[config.mk]
export PLATFORM = sky130hd
export DESIGN_NAME = top
export DESIGN_NICKNAME = d
export VERILOG_FILES = /design/src/rtl/top_pkg.sv /design/src/rtl/class_score.sv /design/src/rtl/top.sv
export SDC_FILE = /design/constraint.sdc
export NUM_CORES = 1
export LEC_CHECK = 0
export CAP_MARGIN = 20
export CORE_UTILIZATION = 66
export CTS_BUF_LIST = sky130_fd_sc_hd__clkbuf_4
export DETAILED_ROUTE_END_ITERATION = 12
export PLACE_DENSITY = 0.94
export SYNTH_ARGS = -nofsm -noshare
export SYNTH_HDL_FRONTEND = slang
export SYNTH_SLANG_ARGS = --single-unit
export TNS_END_PERCENT = 5
[constraint.sdc]
create_clock -name clk -period 17.9 [get_ports clk]
set_input_delay 2.685 -clock clk [delete_from_list [all_inputs] [get_ports clk]]
set_output_delay 2.685 -clock clk [all_outputs]
set_load 0.005 [all_outputs]
[src/rtl/top_pkg.sv]
// Shared constants and the fixed linear-classifier coefficient tables.
// Scores are 20-bit signed; the worst-case magnitude stays near 1000, well inside range.
package top_pkg;

   localparam int NUM_INP   = 5;
   localparam int WIDTH_A   = 8;
   localparam int OUTWIDTH  = 2;
   localparam int NUM_CLASS = 3;
   localparam int SCORE_W   = 20;
   localparam int WEIGHT_W  = 8;

   typedef logic signed [WEIGHT_W-1:0] weight_t;
   typedef logic signed [SCORE_W-1:0]  score_t;
   typedef weight_t                    weight_row_t [NUM_INP];

   // Row k holds the weights of class k; element i multiplies feature i.
   localparam weight_row_t WEIGHT_TBL [NUM_CLASS] = '{
      '{ 8'sd2, -8'sd1,  8'sd0,  8'sd1, -8'sd2},
      '{-8'sd1,  8'sd2,  8'sd1,  8'sd0, -8'sd1},
      '{-8'sd1, -8'sd1,  8'sd1,  8'sd2,  8'sd1}
   };

   localparam score_t BIAS_TBL [NUM_CLASS] = '{
      20'sd0,
      -20'sd16,
      -20'sd32
   };

endpackage

[src/rtl/class_score.sv]
// One class score: bias plus the signed dot product of a weight row with the
// unsigned features. Feature 0 sits in the most significant byte of feat.
module class_score
   import top_pkg::*;
(
   input  logic [NUM_INP*WIDTH_A-1:0] feat,
   input  weight_t                    weight [NUM_INP],
   input  score_t                     bias,
   output score_t                     score
);

   score_t acc;

   always_comb begin
      acc = bias;
      for (int i = 0; i < NUM_INP; i++) begin
         // Zero-extend the feature before the signed multiply so 255 stays +255.
         acc = acc + score_t'(weight[i])
                   * score_t'({1'b0, feat[(NUM_INP-1-i)*WIDTH_A +: WIDTH_A]});
      end
   end

   assign score = acc;

endmodule

[src/rtl/top.sv]
// Two-stage linear classifier: stage 1 registers the features, stage 2 scores
// all classes combinationally and registers the argmax label.
module top #(
   parameter int NUM_INP  = 5,
   parameter int WIDTH_A  = 8,
   parameter int OUTWIDTH = 2
) (
   input  logic                        clk,
   input  logic                        rst_n,
   input  logic                        in_valid,
   input  logic [NUM_INP*WIDTH_A-1:0]  inp,
   output logic [OUTWIDTH-1:0]         out,
   output logic                        out_valid
);

   import top_pkg::*;

   logic [NUM_INP*WIDTH_A-1:0] s1_data;
   logic                       s1_valid;
   score_t                     score [NUM_CLASS];
   score_t                     best_score;
   logic [OUTWIDTH-1:0]        best_idx;

   always_ff @(posedge clk or negedge rst_n) begin
      if (!rst_n) begin
         s1_data  <= '0;
         s1_valid <= 1'b0;
      end else begin
         s1_valid <= in_valid;
         if (in_valid) begin
            s1_data <= inp;
         end
      end
   end

   for (genvar k = 0; k < NUM_CLASS; k++) begin : g_score
      class_score u_class_score (
         .feat   (s1_data),
         .weight (WEIGHT_TBL[k]),
         .bias   (BIAS_TBL[k]),
         .score  (score[k])
      );
   end

   // Strict greater-than keeps the lowest index on ties.
   always_comb begin
      best_idx   = '0;
      best_score = score[0];
      for (int k = 1; k < NUM_CLASS; k++) begin
         if (score[k] > best_score) begin
            best_score = score[k];
            best_idx   = OUTWIDTH'(k);
         end
      end
   end

   always_ff @(posedge clk or negedge rst_n) begin
      if (!rst_n) begin
         out       <= '0;
         out_valid <= 1'b0;
      end else begin
         out_valid <= s1_valid;
         if (s1_valid) begin
            out <= best_idx;
         end
      end
   end

endmodule

==> impl_metrics.yaml, run 1 <==
status:
  outcome: "finished clean"
yosys:
  synth_mux_area_frac: 0.0405
  yosysWarnings: 0
  synth_top_cell_by_area: "ha_1"
  synth_area_um2: 7910
  syn_area_per_cell_um2: 8.87
  yosys-top-cells-area: "ha_1 27%, fa_1 14%, dfrtp_1 14%, inv_1 7.7%, xnor2_1 3.9%"
  synthCells: 892
  yosysMostFrequentCell: "ha_1"
  synth-compound-area-share: 0.152
  synth_fa_ha_area_frac: 0.412
  post_synth_num_cell_types: 60
  synth_top_family_by_area: "adder cells"
  yosys-top-cells-count: "171 x ha_1, 162 x inv_1, 75 x nand2_1"
  synth_async_sr_flop_share: 1.00
  synth_edf_count: 0
  synth_simple_gate_area_frac: 0.105
  syn-num-nets: 1162
  synth_flop_cell: "dfrtp_1"
  synth-xor-area-share: 0.0641
  yosysSeqAreaShare: 0.139
  ys_ff_latch: 44
  yosysTopAreaCellShare: 0.270
clocking:
  clockBufferDepth: 2
  root_buffer: "clkbuf_4"
  cts.clk_slew.worst_paths_ns: 0.17
  cts_buffers: 5
  cts_max_level: 2
  cts-resized-gates: 0
  clkLatencyLatePin_ns: 0.40
  cts_tree: "done"
  postCtsSetupBuffers: 0
  cts_num_sinks: 44
  cts_hold_buf: 0
drt:
  dr.pass1.iters: 6
  antenna_left: 0
  routed_wl_um: 22000
  vias_per_cell: 6.50
  drt_iter0_drc: 700
  wl_per_cell_um: 20.4
  drc_errors: 0
  vias: 7002
die:
  ios: 46
  row_count: 39
  dieArea_um2: 12400
  die_h_um: 111
  die_width_um: 111
  start_util: 0.684
  core_area_um2: 11600
setup_path:
  cp_slowest_cell: "fa_1"
  cp_top_family: "compound AO/OA/AOI/OAI gates"
  regToRegStartpoint: "s1_data[26]"
  start_kind: "register"
  cp.arrival_ns: 9.07
  r2r_end: "out[0]"
  r2r_setup_slack_ns: 9.14
  critPathRequiredTime_ns: 18.21
  crit_fanout: 15
  critical_path.max_stage_delay_ns: 0.52
  cp_common_cell: "ha_1"
  path_class: "reg2reg"
  rr_worst_depth: 30
  critical_path_buf_inv_count: 4
  end_kind: "register"
global_route:
  track_usage: 0.360
  grt_antenna_before_repair: 0
  grt_pass1_wl_um: 34900
  grt_pass1_vias: 7001
  grt_max_degree: 68
  grt.overflow.total: 0
hold_path:
  hold_depth: 0
  min_from: "s1_valid"
  min_to: "out_valid"
  min_path_type: "reg2reg"
timing:
  post-route-min-period_ns: 8.76
  fmaxAchievable_mhz: 114
  skew_ns: 0.0240
  setup_viol: 0
  fin_tns_setup_ns: 0
  slew_headroom: 0.265
  min_period_over_period: 0.489
  drv_slew: 0
  finalHoldViolCount: 0
  grt_setup_unrepaired: "false"
  tightest_slew_ns: 1.09
  fin_hold_ws_ns: 0.484
final_layout:
  finish.instance_area_um2: 8560
  antenna_cells: 0
  stdcell_count: 1078
  drive_gt1_frac: 0.0460
  area_growth_pct: 8.27
  layout.nets: 1204
  fillers: 720
place:
  place_congestion: 0.942
  dp_hpwl_um: 17900
  placed_cells: 1069
  port_buffers: 45
  placed_area_um2: 8460
flow_run:
  drv_cap: 0
==> layout make-up <==
type | count | area [µm²] | area share
timing repair buffer | 47 | 468 | 0.0546
clock buffer | 5 | 37.5 | 0.00438
sequential | 44 | 1100 | 0.129
clock inverter | 3 | 46.3 | 0.00541
multi-input combinational | 673 | 6120 | 0.715
inverter | 163 | 612 | 0.0714
tap | 143 | 179 | 0.0209
==> worst max-delay path by stage <==
| stage | cells past startpoint | from | endpoint | slack, ns |
|---|---|---|---|---|
| finish | 30 | s1_data[26] | out[0] | 9.14 |
| global route | 30 | s1_data[28] | out[0] | 8.54 |
| CTS | 30 | s1_data[26] | out[0] | 9.33 |
| detailed placement | 30 | s1_data[28] | out[0] | 9.56 |
| global placement | 30 | s1_data[26] | out[0] | 9.91 |
| floorplan | 31 | s1_data[26] | out[0] | 10.62 |
==> cells in the final DEF, fill, tap and decap left out, types with 21 or more instances in the layout <==
| master | Yosys | final |
|---|---|---|
| a21o_1 | 29 | 29 |
| nand2_1 | 75 | 75 |
| o21ai_0 | 47 | 47 |
| a21oi_1 | 42 | 42 |
| xnor2_1 | 35 | 35 |
| fa_1 | 56 | 56 |
| dfrtp_1 | 44 | 44 |
| clkdlybuf4s50_1 | 0 | 43 |
| inv_1 | 162 | 162 |
| ha_1 | 171 | 171 |
| xor2_1 | 21 | 21 |
| nor2_1 | 36 | 36 |
==> registers in the layout, indices dropped and copies added, names as in the netlist <==
name,flops
s1_data,40
out,2
out_valid,1
s1_valid,1
==> metal layers <==
layer / part of all wire / GRT usage / routed length [µm]
met1: 0.39 / 0.442 / 8580
met2: 0.46 / 0.599 / 10200
met4: 0.056 / 0.185 / 1230
met5: 0 / 0 / 0
met3: 0.092 / 0.0778 / 2030
==> through the flow <==
step | worst slack [ns] | utilization
after detailed placement | 9.56 | 0.732
final | 9.14 | 0.741
after global routing | 8.54 | 0.741
after floorplan | 10.62 | -
after global placement | 9.91 | 0.732
after CTS | 9.33 | 0.739
==> cell families (layout without fill, tap and decap cells) <==
family | count (synthesis) | after routing
compound gates | 181 | 181
flops | 44 | 44
mux | 30 | 30
buf+inv | 175 | 218
simple gates | 178 | 178
fa+ha+maj | 227 | 227
xor+xnor | 57 | 57
Power of run 1 is not shown: default switching activity piles up to over one toggle a cycle in this logic, so the estimate is an artifact.
==> run 2: changes to the inputs <==
- CORE_UTILIZATION: 66 -> 63
- PLACE_DENSITY: 0.94 -> 0.91
- clock period: 17.9 -> 8.8 ns (I/O delays scaled with it)
==> run 2 against run 1 <==
Sequential share of layout area is 0.069 points lower; highest routed layer unchanged; routed wire length is 13% lower; clock skew is 0.0049 ns higher; die area is 4.7% higher; critical path type unchanged.
==> impl_metrics.yaml, run 2 (synthesis gave the netlist of run 1 again) <==
status:
  outcome: "finished clean"
setup_path:
  crit_fanout: 16
  end_kind: "register"
  critPathRequiredTime_ns: 9.12
  cp.arrival_ns: 8.43
  path_class: "reg2reg"
  critical_path.max_stage_delay_ns: 0.53
  start_kind: "register"
  cp_top_family: "compound AO/OA/AOI/OAI gates"
  cp_slowest_cell: "fa_1"
  cp_common_cell: "ha_1"
  critical_path_buf_inv_count: 4
clocking:
  cts.clk_slew.worst_paths_ns: 0.17
  postCtsSetupBuffers: 0
  cts_max_level: 2
  cts_buffers: 5
  clkLatencyLatePin_ns: 0.40
  cts-resized-gates: 0
  clockBufferDepth: 2
  cts_hold_buf: 0
  cts_num_sinks: 44
  cts_tree: "done"
  root_buffer: "clkbuf_4"
die:
  die_h_um: 114
  start_util: 0.653
  dieArea_um2: 13000
  ios: 46
  die_width_um: 114
  core_area_um2: 12100
  row_count: 40
timing:
  setup_viol: 0
  min_period_over_period: 0.921
  tightest_slew_ns: 0.948
  grt_setup_unrepaired: "false"
  slew_headroom: 0.359
  finalHoldViolCount: 0
  drv_slew: 0
  fmaxAchievable_mhz: 123
  skew_ns: 0.0289
  post-route-min-period_ns: 8.11
  fin_tns_setup_ns: 0
global_route:
  track_usage: 0.307
  grt_pass1_wl_um: 31100
  grt_max_degree: 68
  grt_antenna_before_repair: 0
  grt_pass1_vias: 6476
  grt.overflow.total: 0
final_layout:
  antenna_cells: 0
  regMostFlops: "s1_data"
  fillers: 874
  layout_common_cells: "171 x ha_1, 162 x inv_1, 75 x nand2_1"
  top_regs: "s1_data: 40 flops, out: 2 flops"
  largest_register_ff_count: 40
  drive_gt1_frac: 0.0480
  layout.nets: 1206
  area_growth_pct: 8.86
  layout.cells.most_common: "ha_1"
place:
  place_congestion: 0.932
  port_buffers: 45
  dp_hpwl_um: 16300
drt:
  wl_per_cell_um: 17.4
  antenna_left: 0
  routed_wl_um: 19300
  drt_iter0_drc: 405
  vias: 6476
  dr.pass1.iters: 5
  vias_per_cell: 5.86
  drc_errors: 0
flow_run:
  drv_cap: 0
hold_path:
  min_path_type: "reg2reg"
run 2: per-layer routing:
layer | routed length, µm | global-route usage | vias to the layer above
met5 | 0 | 0 | -
met4 | 651 | 0.0944 | 0
met3 | 1400 | 0.0487 | 53
met2 | 8840 | 0.507 | 255
met1 | 8380 | 0.415 | 3056
li1 | - | - | 3112
run 2: final timing paths:
kind,startpoint,depth (start not counted),to,slack (ns)
max,s1_data[26],30,out[0],0.69
min,s1_valid,0,out_valid,0.49
max reg2reg,s1_data[26],30,out[0],0.69
min reg2reg,s1_valid,0,out_valid,0.49
max in group asynchronous,rst_n,2,s1_data[37],7.59
min in group asynchronous,rst_n,1,s1_data[17],0.74
run 2: final cells by class:
type                            count  area (µm²)  area share
Multi-Input combinational cell    673        6120       0.711
Sequential cell                    44        1100       0.128
Inverter                          163         612      0.0711
Timing Repair Buffer               49         483      0.0561
Tap cell                          168         210      0.0244
Clock inverter                      3        46.3     0.00538
Clock buffer                        5        37.5     0.00436
run 2: metrics by stage:
step | area, µm² | std cells | setup slack (ns) | hold slack, ns | util
2_1_floorplan | 7910 | 892 | 1.52 | 0.413 | -
3_3_place_gp | 8510 | 1096 | 0.859 | 0.445 | 0.702
3_5_place_dp | 8510 | 1096 | 0.728 | 0.452 | 0.702
4_1_cts | 8590 | 1104 | 0.713 | 0.488 | 0.709
5_1_grt | 8610 | 1105 | 0.116 | 0.505 | 0.711
6_report | 8610 | 1105 | 0.693 | 0.491 | 0.711
Power of run 2 is left out for the same reason.
